<file path="src/rtl/pwm_capture_if.sv">
// Signal bundle between a PWM source/controller (master) and the pwm_capture block (slave).
interface pwm_capture_if #(
  parameter int unsigned CNT_W = 12
);
  logic             enable;
  logic             pulse_in;
  logic [CNT_W-1:0] duty_out;
  logic [CNT_W-1:0] period_out;
  logic             valid;
  logic             stuck_high;
  logic             stuck_low;

  modport master (
    output enable, pulse_in,
    input  duty_out, period_out, valid, stuck_high, stuck_low
  );

  modport slave (
    input  enable, pulse_in,
    output duty_out, period_out, valid, stuck_high, stuck_low
  );
endinterface

</file>
<file path="src/rtl/pwm_capture.sv">
// PWM capture: measures high time and rise-to-rise period of an asynchronous
// pulse in clk cycles, and flags a line that stops toggling (stuck high/low).
module pwm_capture #(
  parameter int unsigned CNT_W       = 12,
  parameter int unsigned SYNC_STAGES = 2,
  parameter int unsigned TIMEOUT     = 4000
) (
  input  logic          clk,
  input  logic          reset_n,
  pwm_capture_if.slave  bus
);

  localparam logic [CNT_W-1:0] CNT_MAX = '1;
  localparam logic [CNT_W-1:0] TMO_CNT = CNT_W'(TIMEOUT);
  localparam logic [CNT_W-1:0] CNT_ONE = CNT_W'(1);

  typedef enum logic [1:0] {
    ST_IDLE,
    ST_HIGH,
    ST_LOW
  } state_e;

  state_e                 state_q, state_d;
  logic [SYNC_STAGES-1:0] sync_q, sync_d;
  logic                   s_d1_q, s_d1_d;
  logic [CNT_W-1:0]       cnt_p_q, cnt_p_d;
  logic [CNT_W-1:0]       cnt_h_q, cnt_h_d;
  logic [CNT_W-1:0]       duty_q, duty_d;
  logic [CNT_W-1:0]       period_q, period_d;
  logic                   valid_q, valid_d;
  logic                   stuck_high_q, stuck_high_d;
  logic                   stuck_low_q, stuck_low_d;

  logic                   s_c;
  logic                   rise_c;
  logic                   timeout_c;
  logic [CNT_W-1:0]       cnt_p_inc_c;
  logic [CNT_W-1:0]       cnt_h_inc_c;

  // Synchroniser and edge detect; the chain runs regardless of enable.
  always_comb begin
    sync_d = {sync_q[SYNC_STAGES-2:0], bus.pulse_in};
    s_c    = sync_q[SYNC_STAGES-1];
    s_d1_d = s_c;
    rise_c = s_c & ~s_d1_q;
  end

  // Saturating increments; a raised flag suppresses repeat timeouts.
  always_comb begin
    cnt_p_inc_c = (cnt_p_q == CNT_MAX) ? CNT_MAX : cnt_p_q + CNT_ONE;
    cnt_h_inc_c = (cnt_h_q == CNT_MAX) ? CNT_MAX : cnt_h_q + CNT_ONE;
    timeout_c   = (cnt_p_q >= TMO_CNT) && !stuck_high_q && !stuck_low_q;
  end

  // Next-state and result logic.
  always_comb begin
    state_d      = state_q;
    cnt_p_d      = cnt_p_q;
    cnt_h_d      = cnt_h_q;
    duty_d       = duty_q;
    period_d     = period_q;
    valid_d      = 1'b0;
    stuck_high_d = stuck_high_q;
    stuck_low_d  = stuck_low_q;

    if (!bus.enable) begin
      state_d = ST_IDLE;
      cnt_p_d = '0;
      cnt_h_d = '0;
    end else if (rise_c) begin
      // A rise always wins over a coincident timeout.
      if (state_q == ST_LOW) begin
        duty_d   = cnt_h_q;
        period_d = cnt_p_q;
        valid_d  = 1'b1;
      end
      cnt_p_d      = CNT_ONE;
      cnt_h_d      = CNT_ONE;
      stuck_high_d = 1'b0;
      stuck_low_d  = 1'b0;
      state_d      = ST_HIGH;
    end else if (timeout_c) begin
      stuck_high_d = s_c;
      stuck_low_d  = ~s_c;
      duty_d       = s_c ? CNT_MAX : '0;
      period_d     = '0;
      valid_d      = 1'b1;
      cnt_p_d      = cnt_p_inc_c;
      cnt_h_d      = '0;
      state_d      = ST_IDLE;
    end else begin
      cnt_p_d = cnt_p_inc_c;
      if (state_q == ST_HIGH) begin
        if (s_c) begin
          cnt_h_d = cnt_h_inc_c;
        end else begin
          state_d = ST_LOW;
        end
      end
    end
  end

  always_ff @(posedge clk or negedge reset_n) begin
    if (!reset_n) begin
      state_q      <= ST_IDLE;
      sync_q       <= '0;
      s_d1_q       <= 1'b0;
      cnt_p_q      <= '0;
      cnt_h_q      <= '0;
      duty_q       <= '0;
      period_q     <= '0;
      valid_q      <= 1'b0;
      stuck_high_q <= 1'b0;
      stuck_low_q  <= 1'b0;
    end else begin
      state_q      <= state_d;
      sync_q       <= sync_d;
      s_d1_q       <= s_d1_d;
      cnt_p_q      <= cnt_p_d;
      cnt_h_q      <= cnt_h_d;
      duty_q       <= duty_d;
      period_q     <= period_d;
      valid_q      <= valid_d;
      stuck_high_q <= stuck_high_d;
      stuck_low_q  <= stuck_low_d;
    end
  end

  assign bus.duty_out   = duty_q;
  assign bus.period_out = period_q;
  assign bus.valid      = valid_q;
  assign bus.stuck_high = stuck_high_q;
  assign bus.stuck_low  = stuck_low_q;

endmodule

</file>
<file path="src/flat_wrapper.sv">
// flat-port wrapper written by rule: the top's interface ports become plain ports
module pwm_capture_flat 
#(
  parameter int unsigned CNT_W       = 12,
  parameter int unsigned SYNC_STAGES = 2,
  parameter int unsigned TIMEOUT     = 4000
)
  (clk, reset_n, bus_enable, bus_pulse_in, bus_duty_out, bus_period_out, bus_valid, bus_stuck_high, bus_stuck_low);
  pwm_capture_if #(.CNT_W(CNT_W)) bus_i ();
  input  logic clk;
  input  logic reset_n;
  input wire logic [$bits(bus_i.enable)-1:0] bus_enable;
  input wire logic [$bits(bus_i.pulse_in)-1:0] bus_pulse_in;
  output wire logic [$bits(bus_i.duty_out)-1:0] bus_duty_out;
  output wire logic [$bits(bus_i.period_out)-1:0] bus_period_out;
  output wire logic [$bits(bus_i.valid)-1:0] bus_valid;
  output wire logic [$bits(bus_i.stuck_high)-1:0] bus_stuck_high;
  output wire logic [$bits(bus_i.stuck_low)-1:0] bus_stuck_low;
  assign bus_i.enable = bus_enable;
  assign bus_i.pulse_in = bus_pulse_in;
  assign bus_duty_out = bus_i.duty_out;
  assign bus_period_out = bus_i.period_out;
  assign bus_valid = bus_i.valid;
  assign bus_stuck_high = bus_i.stuck_high;
  assign bus_stuck_low = bus_i.stuck_low;
  pwm_capture #(.CNT_W(CNT_W), .SYNC_STAGES(SYNC_STAGES), .TIMEOUT(TIMEOUT)) u_core (.clk(clk), .reset_n(reset_n), .bus(bus_i));
endmodule
</file>
<file path="config.mk">
export PLATFORM = sky130hd
export DESIGN_NAME = pwm_capture_flat
export DESIGN_NICKNAME = d
export VERILOG_FILES = /design/src/rtl/pwm_capture_if.sv /design/src/rtl/pwm_capture.sv /design/src/flat_wrapper.sv
export SDC_FILE = /design/constraint.sdc
export NUM_CORES = 1
export LEC_CHECK = 0
export CAP_MARGIN = 40
export CORE_AREA = 2 2 76 78
export DETAILED_ROUTE_END_ITERATION = 7
export DIE_AREA = 0 0 78 80
export GPL_TIMING_DRIVEN = 0
export PLACE_DENSITY = 0.83
export SYNTH_ARGS = -nofsm -noshare
export SYNTH_HDL_FRONTEND = slang
export SYNTH_SLANG_ARGS = --single-unit
export TNS_END_PERCENT = 30
</file>
<file path="constraint.sdc">
create_clock -name clk -period 2.05 [get_ports clk]
set_clock_uncertainty 0.2 [all_clocks]
set_input_delay 0.41 -clock clk [delete_from_list [all_inputs] [get_ports clk]]
set_output_delay 0.41 -clock clk [all_outputs]
set_load 0.1 [all_outputs]
</file>
==> metrics.md, run 1 <==
| Metric | Value |
|---|---|
| Outcome | `finished, violations left` |
| Violated checks | `negative setup slack` |
| Register-to-Register Path Depth | `6` |
| Number of rows in the core area | `27` |
| Final number of setup-violating endpoints | `27` |
| Antenna Nets Post-Route | `0` |
| Setup total negative slack | `-1.60 ns` |
| Switching power share of the total | `0.282` |
| Area growth from synthesis to layout | `45.9%` |
| Proportion of netlist area held by the largest area contributor | `0.537` |
| Non-filler instance count after layout | `437` |
| Nets | `371` |
| Type of destination of the critical path | `flip-flop` |
| Setup repair after global routing missed its margin | `true` |
| Total power draw | `2.36 mW` |
| Data required time of the worst path | `2.04 ns` |
| Height of the chip | `80 µm` |
| Core area | `5410 µm²` |
| TritonCTS clock tree | `done` |
| Design Area, Final | `3810 µm²` |
| Critical-path cell list | `nand4_1, buf_4, nor4_4, a31oi_2, clkbuf_1, o21ai_0` |
| Initial antenna violation count | `0` |
| DR vias | `2,811` |
| Source-to-sink clock delay at the later pin of the worst-skew pair | `0.32 ns` |
| Final critical-path setup slack | `-0.217 ns` |
| Cell area after synthesis | `2610 µm²` |
| FFs w/ async S/R, synth | `1.00` |
| Longest individual stage delay on the worst path | `0.44 ns` |
| Total of flip-flops plus latches after synthesis | `56` |
| DIE WIDTH | `78 µm` |
| Post-Syn Nets | `293` |
| Synthesized instance count | `286` |
| Root Driver | `clkbuf_8` |
| Routed via count divided by cell count | `6.43` |
| Hold Vio Cnt, Final | `0` |
| Effective utilization at floorplan | `0.483` |
| Main area contributors after synthesis | `dfrtp_1 54%, nand2_1 6.8%, nand3_1 5.0%` |
| Mean routed wirelength per cell | `20.7 µm` |
| CTS Buffer Depth | `2` |
| Maximum fanout along the worst path | `10` |
| Kind of cell with the highest combined delay on the critical path | `compound AO/OA/AOI/OAI gates` |
| Count of buffers inserted at the top-level ports | `30` |
| Inserted Clock Buffers | `5` |
| Max transition margin | `0.560` |
| LEAKAGE | `1.79 nW` |
| Filler instances | `320` |
| Number of max-cap violations | `0` |
| Minimum setup slack after placement | `-0.593 ns` |
| FF-to-FF End | `u_core.bus.duty_out[11]` |
| Initial DRC count | `626` |
| Worst Path Arrival | `2.26 ns` |
| Cell at the slowest stage of the critical path | `dfrtp_1` |
| Worst path depth | `6` |
| Total congestion overflow | `0` |
| Most frequent cell after synthesis | `dfrtp_1` |
| Pwr Density | `620 nW/µm²` |
| Clock-pin slew reported for the worst setup and hold paths after clock tree synthesis | `0.10 ns` |
| Total Routed Length | `9060 µm` |
| Weighted congestion reported at the end of routability-driven placement | `0.837` |
| Worst flop-to-flop path startpoint | `u_core.cnt_p_q[11]` |
| Share of the yosys chip area belonging to registers | `0.537` |
| Ys Warns | `0` |
| Post-detail-place hpwl | `4870 µm` |
| Fraction of final layout cells with drive strength greater than 1 | `0.208` |
| Portion of total power attributed to sequential cells | `0.495` |
| Number of enable-type register cells in the synthesized netlist | `0` |
| Top-level port count | `31` |
| Cell type contributing the most total cell area after synthesis | `dfrtp_1` |
| Total net switching power | `666 µW` |
| Max Clk Rate | `441 MHz` |
| Number of global-route vias before repair | `2,395` |
| Setup slack, reg-to-reg | `-0.22 ns` |
| Worst Hold Class | `flip-flop to flip-flop` |
| GR Util All Layers | `0.239` |
| Area of the die | `6240 µm²` |
| Critical hold path startpoint | `u_core.sync_q[0]` |
| Number of iterations in the first detailed-routing pass | `7` |
| Post-Place Cells | `416` |
| Post-synthesis cell type count | `35` |
| Critical Path Source Type | `flip-flop` |
| Mean Syn Cell Area | `9.12 µm²` |
| Top cell types by occurrence after synthesis | `56 x dfrtp_1, 47 x nand2_1, 26 x nand3_1, 25 x o21ai_0` |
| Clock power share | `0.339` |
| Most instantiated flip-flop cell in the synthesis netlist | `dfrtp_1` |
| Peak supply drop | `0.345 mV` |
| Critical Setup Path Class | `flip-flop to flip-flop` |
| Final critical-path required period | `2.27 ns` |
| Final antenna diode count | `0` |
| Buffering stage count on the worst path with inverters included | `2` |
| H-tree depth | `2` |
| Max-slew violation count | `0` |
| Internal Dissipation | `1.70 mW` |
| Crit share post-route | `1.11` |
| DRC viols | `0` |
| Combinational cell fraction of total power | `0.166` |
| Worst min-delay path endpoint | `u_core.sync_q[1]` |
| Clk sinks | `56` |
| Global-route wire length before repair | `11,700 µm` |
| Placed instance area | `3420 µm²` |
| Maximum number of pins on one net before global-route repair | `30` |
| Instance count along the most critical hold path | `0` |
| Worst Max-Slew Pin Slew | `0.660 ns` |
-- cell families (layout without fill, tap and decap cells) --
group,after synthesis,after routing,share of synthesized area
xor gates and xnor gates,9,9,0.0302
AOI/OAI and AO/OA,72,72,0.146
adders and majority gates,3,3,0.0144
buffers and inverters,26,105,0.0422
and+or+nand+nor,120,120,0.230
DFF,56,56,0.537
-- layout by cell type, fill, tap and decap left out, drive strengths merged, types with 6 or more instances in the layout --
cell type,synthesis,layout
a21oi,19,19
buf,5,45
clkbuf,8,17
clkdlybuf4s50,0,17
dfrtp,56,56
dlymetal6s2s,0,6
inv,13,13
nand2,47,47
nand3,26,26
nor2,15,15
nor3,10,10
o21ai,44,44
-- stage by stage --
stage | utilization | hold WS (ns)
global route | 0.704 | 0.192
detailed placement | 0.633 | 0.135
finish | 0.704 | 0.158
floorplan | - | -0.0856
CTS | 0.670 | 0.157
global placement | 0.555 | 0.132
-- cell type report --
type | count | area [µm²] | share of cell area
Buffer | 13 | 80.1 | 0.0210
Clock buffer | 7 | 96.3 | 0.0253
Clock inverter | 1 | 30.0 | 0.00789
Inverter | 13 | 48.8 | 0.0128
Multi-Input combinational cell | 204 | 1160 | 0.304
Sequential cell | 56 | 1410 | 0.370
Tap cell | 72 | 90.1 | 0.0237
Timing Repair Buffer | 71 | 893 | 0.235
-- metal layers --
layer	wire length (µm)	global-route usage	up-vias
met4	459	0.0860	0
met1	3350	0.312	1346
li1	-	-	1148
met2	4300	0.404	256
met5	0	0	-
met3	944	0.0373	61
-- worst max path at each step --
stage	from	slack (ns)	end
after CTS	u_core.cnt_p_q[10]	-0.01	u_core.cnt_h_q[8]
after detailed placement	bus_enable	-0.59	u_core.cnt_h_q[8]
after global placement	reset_n	-1.49	u_core.bus.stuck_high
after global routing	u_core.cnt_p_q[11]	-0.25	u_core.bus.duty_out[11]
after floorplan	u_core.bus.stuck_high	0.06	u_core.bus.period_out[10]
final	u_core.cnt_p_q[11]	-0.22	u_core.bus.duty_out[11]
-- power by group through the flow --
stage          Sequential, mW  Clock (mW)  Combinational, mW
2_1_floorplan            1.32           0             0.0654
3_3_place_gp             1.18           0              0.287
3_5_place_dp             1.19           0              0.363
4_1_cts                  1.16       0.790              0.375
5_1_grt                  1.17       0.845              0.410
6_report                 1.17       0.801              0.392
-- registers in the layout, summed over array words and instances (netlist names) --
name                   count
u_core.cnt_h_q            12
u_core.sync_q              2
u_core.bus.period_out     12
u_core.bus.stuck_high      1
u_core.state_q             2
u_core.bus.stuck_low       1
u_core.cnt_p_q            12
u_core.bus.valid           1
u_core.bus.duty_out       12
u_core.s_d1_q              1
-- timing repair --
| action | 4_1_cts | 5_1_grt |
|---|---|---|
| pin swaps | 4 | 5 |
| buffers inserted | 4 | 8 |
| endpoints found under the hold margin | 27 | 0 |
| setup endpoints to repair | 36 | 45 |
| cloned | 0 | 0 |
| gates resized for setup | 17 | 36 |
| hold buffers | 1 | 0 |
Power figures use the tool's default switching activity.
==> inputs of run 2 (changes only) <==
--- a/config.mk
+++ b/config.mk
@@ -6,11 +6,12 @@
 export NUM_CORES = 1
 export LEC_CHECK = 0
 export CAP_MARGIN = 40
-export CORE_AREA = 2 2 76 78
+export CORE_AREA = 2 2 84 86
 export DETAILED_ROUTE_END_ITERATION = 7
-export DIE_AREA = 0 0 78 80
+export DIE_AREA = 0 0 86 88
 export GPL_TIMING_DRIVEN = 0
-export PLACE_DENSITY = 0.83
+export PLACE_DENSITY = 0.72
+export SETUP_SLACK_MARGIN = 0.2
 export SYNTH_ARGS = -nofsm -noshare
 export SYNTH_HDL_FRONTEND = slang
 export SYNTH_SLANG_ARGS = --single-unit
==> metrics.md, run 2 (synthesis gave the netlist of run 1 again) <==
| Metric | Value |
|---|---|
| Outcome | `complete, no violations (was finished, violations left)` |
| Hold Vio Cnt, Final | `0 (unchanged)` |
| Count of buffers inserted at the top-level ports | `30 (unchanged)` |
| Worst Max-Slew Pin Slew | `0.540 ns (was 0.660 ns)` |
| Area taken by multi-input logic gates | `1190 µm² (was 1160 µm²)` |
| Initial DRC count | `134 (was 626)` |
| Fraction of final layout cells with drive strength greater than 1 | `0.236 (was 0.208)` |
| Global-route wire length before repair | `10,900 µm (was 11,700 µm)` |
| Worst Path Arrival | `1.41 ns (was 2.26 ns)` |
| Filler instances | `531 (was 320)` |
| Top-level port count | `31 (unchanged)` |
| Data required time of the worst path | `1.44 ns (was 2.04 ns)` |
| Crit share post-route | `0.984 (was 1.11)` |
| Sequential cell area | `1410 µm² (about the same)` |
| Final antenna diode count | `0 (unchanged)` |
| Clk sinks | `56 (unchanged)` |
| Pwr Density | `564 nW/µm² (was 620 nW/µm²)` |
| Commonest cells after routing, fill and taps aside | `51 x dfrtp_1, 47 x nand2_1, 25 x nand3_1 (was 49 x dfrtp_1, 47 x nand2_1, 25 x nand3_1, 25 x o21ai_0)` |
| Longest individual stage delay on the worst path | `0.52 ns (was 0.44 ns)` |
| Height of the chip | `88 µm (was 80 µm)` |
| Max transition margin | `0.640 (was 0.560)` |
| Effective utilization at floorplan | `0.393 (was 0.483)` |
| Inserted Clock Buffers | `5 (unchanged)` |
| Total congestion overflow | `0 (unchanged)` |
| Critical hold path startpoint | `u_core.sync_q[0] (unchanged)` |
| Number of iterations in the first detailed-routing pass | `4 (was 7)` |
| Maximum fanout along the worst path | `2 (was 10)` |
| Weighted congestion reported at the end of routability-driven placement | `0.886 (was 0.837)` |
| Max-slew violation count | `0 (unchanged)` |
| Number of max-cap violations | `0 (unchanged)` |
| Number of global-route vias before repair | `2,266 (was 2,395)` |
| Area growth from synthesis to layout | `50.0% (was 45.9%)` |
| Initial antenna violation count | `0 (unchanged)` |
| Core area | `6640 µm² (was 5410 µm²)` |
| Most common library cell in the layout ignoring fill and taps | `dfrtp_1 (unchanged)` |
| Nets | `371 (unchanged)` |
| Number of rows in the core area | `30 (was 27)` |
| Mean routed wirelength per cell | `14.7 µm (was 20.7 µm)` |
| Crit. Startpoint | `u_core.bus.period_out[1] (was u_core.cnt_p_q[11])` |
| Minimum setup slack after placement | `-0.599 ns (was -0.593 ns)` |
| H-tree depth | `2 (unchanged)` |
| Maximum number of pins on one net before global-route repair | `36 (was 30)` |
| Setup repair after global routing missed its margin | `true (unchanged)` |
| Post-detail-place hpwl | `4450 µm (was 4870 µm)` |
| Total Routed Length | `6550 µm (was 9060 µm)` |
| CTS Buffer Depth | `2 (unchanged)` |
| Critical-path cell list | `clkdlybuf4s50_1, buf_8 (was nand4_1, buf_4, nor4_4, a31oi_2, clkbuf_1, o21ai_0)` |
| Final critical-path setup slack | `0.0331 ns (was -0.217 ns)` |
| DR vias | `2,405 (was 2,811)` |
| Critical Path Source Type | `flip-flop (unchanged)` |
| Critical Setup Path Class | `flip-flop to output port (was flip-flop to flip-flop)` |
| Max Clk Rate | `496 MHz (was 441 MHz)` |
| Root Driver | `clkbuf_8 (unchanged)` |
| Area of the die | `7570 µm² (was 6240 µm²)` |
| Total power draw | `2.21 mW (was 2.36 mW)` |
| LEAKAGE | `1.94 nW (was 1.79 nW)` |
| Worst flop-to-flop path startpoint | `u_core.state_q[1] (was u_core.cnt_p_q[11])` |
| Source-to-sink clock delay at the later pin of the worst-skew pair | `0.31 ns (was 0.32 ns)` |
| Cell at the slowest stage of the critical path | `clkdlybuf4s50_1 (was dfrtp_1)` |
| DRC viols | `0 (unchanged)` |
| Worst Hold Class | `flip-flop to flip-flop (unchanged)` |
| Final critical-path required period | `2.02 ns (was 2.27 ns)` |
| Peak supply drop | `0.291 mV (was 0.345 mV)` |
| Final number of setup-violating endpoints | `0 (was 27)` |
| Antenna Nets Post-Route | `0 (unchanged)` |
| Type of destination of the critical path | `output port (was flip-flop)` |
| DIE WIDTH | `86 µm (was 78 µm)` |
| TritonCTS clock tree | `done (unchanged)` |
| GR Util All Layers | `0.181 (was 0.239)` |
| Routed via count divided by cell count | `5.40 (was 6.43)` |
| Clock-pin slew reported for the worst setup and hold paths after clock tree synthesis | `0.10 ns (about the same)` |
[run 2: layout make-up]
type	instances	share of cell area
Multi-Input combinational cell	204	0.305
Buffer	13	0.0253
Timing Repair Buffer	71	0.246
Tap cell	80	0.0256
Inverter	13	0.0125
Clock buffer	6	0.0211
Clock inverter	2	0.00384
Sequential cell	56	0.361
[run 2: power by group]
group / switching (mW) / internal (mW)
registers: 0.0282 / 1.14
clock network: 0.365 / 0.274
logic: 0.257 / 0.150
[run 2: final timing paths]
| kind | end | cells past startpoint | slack, ns |
|---|---|---|---|
| setup / recovery | bus_period_out[1] | 2 | 0.03 |
| min in group asynchronous | u_core.cnt_h_q[5] | 2 | 0.41 |
| setup reg to reg | u_core.cnt_h_q[4] | 7 | 0.12 |
| hold reg to reg | u_core.sync_q[1] | 0 | 0.16 |
| hold / removal | u_core.sync_q[1] | 0 | 0.16 |
| max in group asynchronous | u_core.cnt_p_q[0] | 3 | 0.66 |
[run 2: metal layers]
metal	share of wire	GRT usage	wire length, µm
met4	0.011	0.0548	72
met2	0.51	0.297	3320
met3	0.039	0.0292	257
met5	0	0	0
met1	0.44	0.248	2900
[run 2: critical path, delay by kind of cell (launching register included)]
family   cells  cell delay (ns)
buf+inv      2             0.72
flops        1             0.37
[run 2: stage by stage]
step	area (µm²)	cells	setup TNS (ns)	hold slack (ns)	util
floorplan	2670	286	0	-0.0856	-
global placement	3070	396	-86.06	0.134	0.462
detailed placement	3500	424	-10.68	0.141	0.527
CTS	3770	443	0	0.163	0.568
global route	3910	445	-0.0360	0.171	0.589
finish	3910	445	0	0.157	0.589
[run 2: timing repair]
item | CTS | global route
setup buffers | 9 | 3
hold buffers | 1 | 0
endpoints found under the setup margin | 77 | 73
cloned | 1 | 0
gates resized for setup | 38 | 38
hold endpoints to repair | 21 | 0
pin swaps | 8 | 0
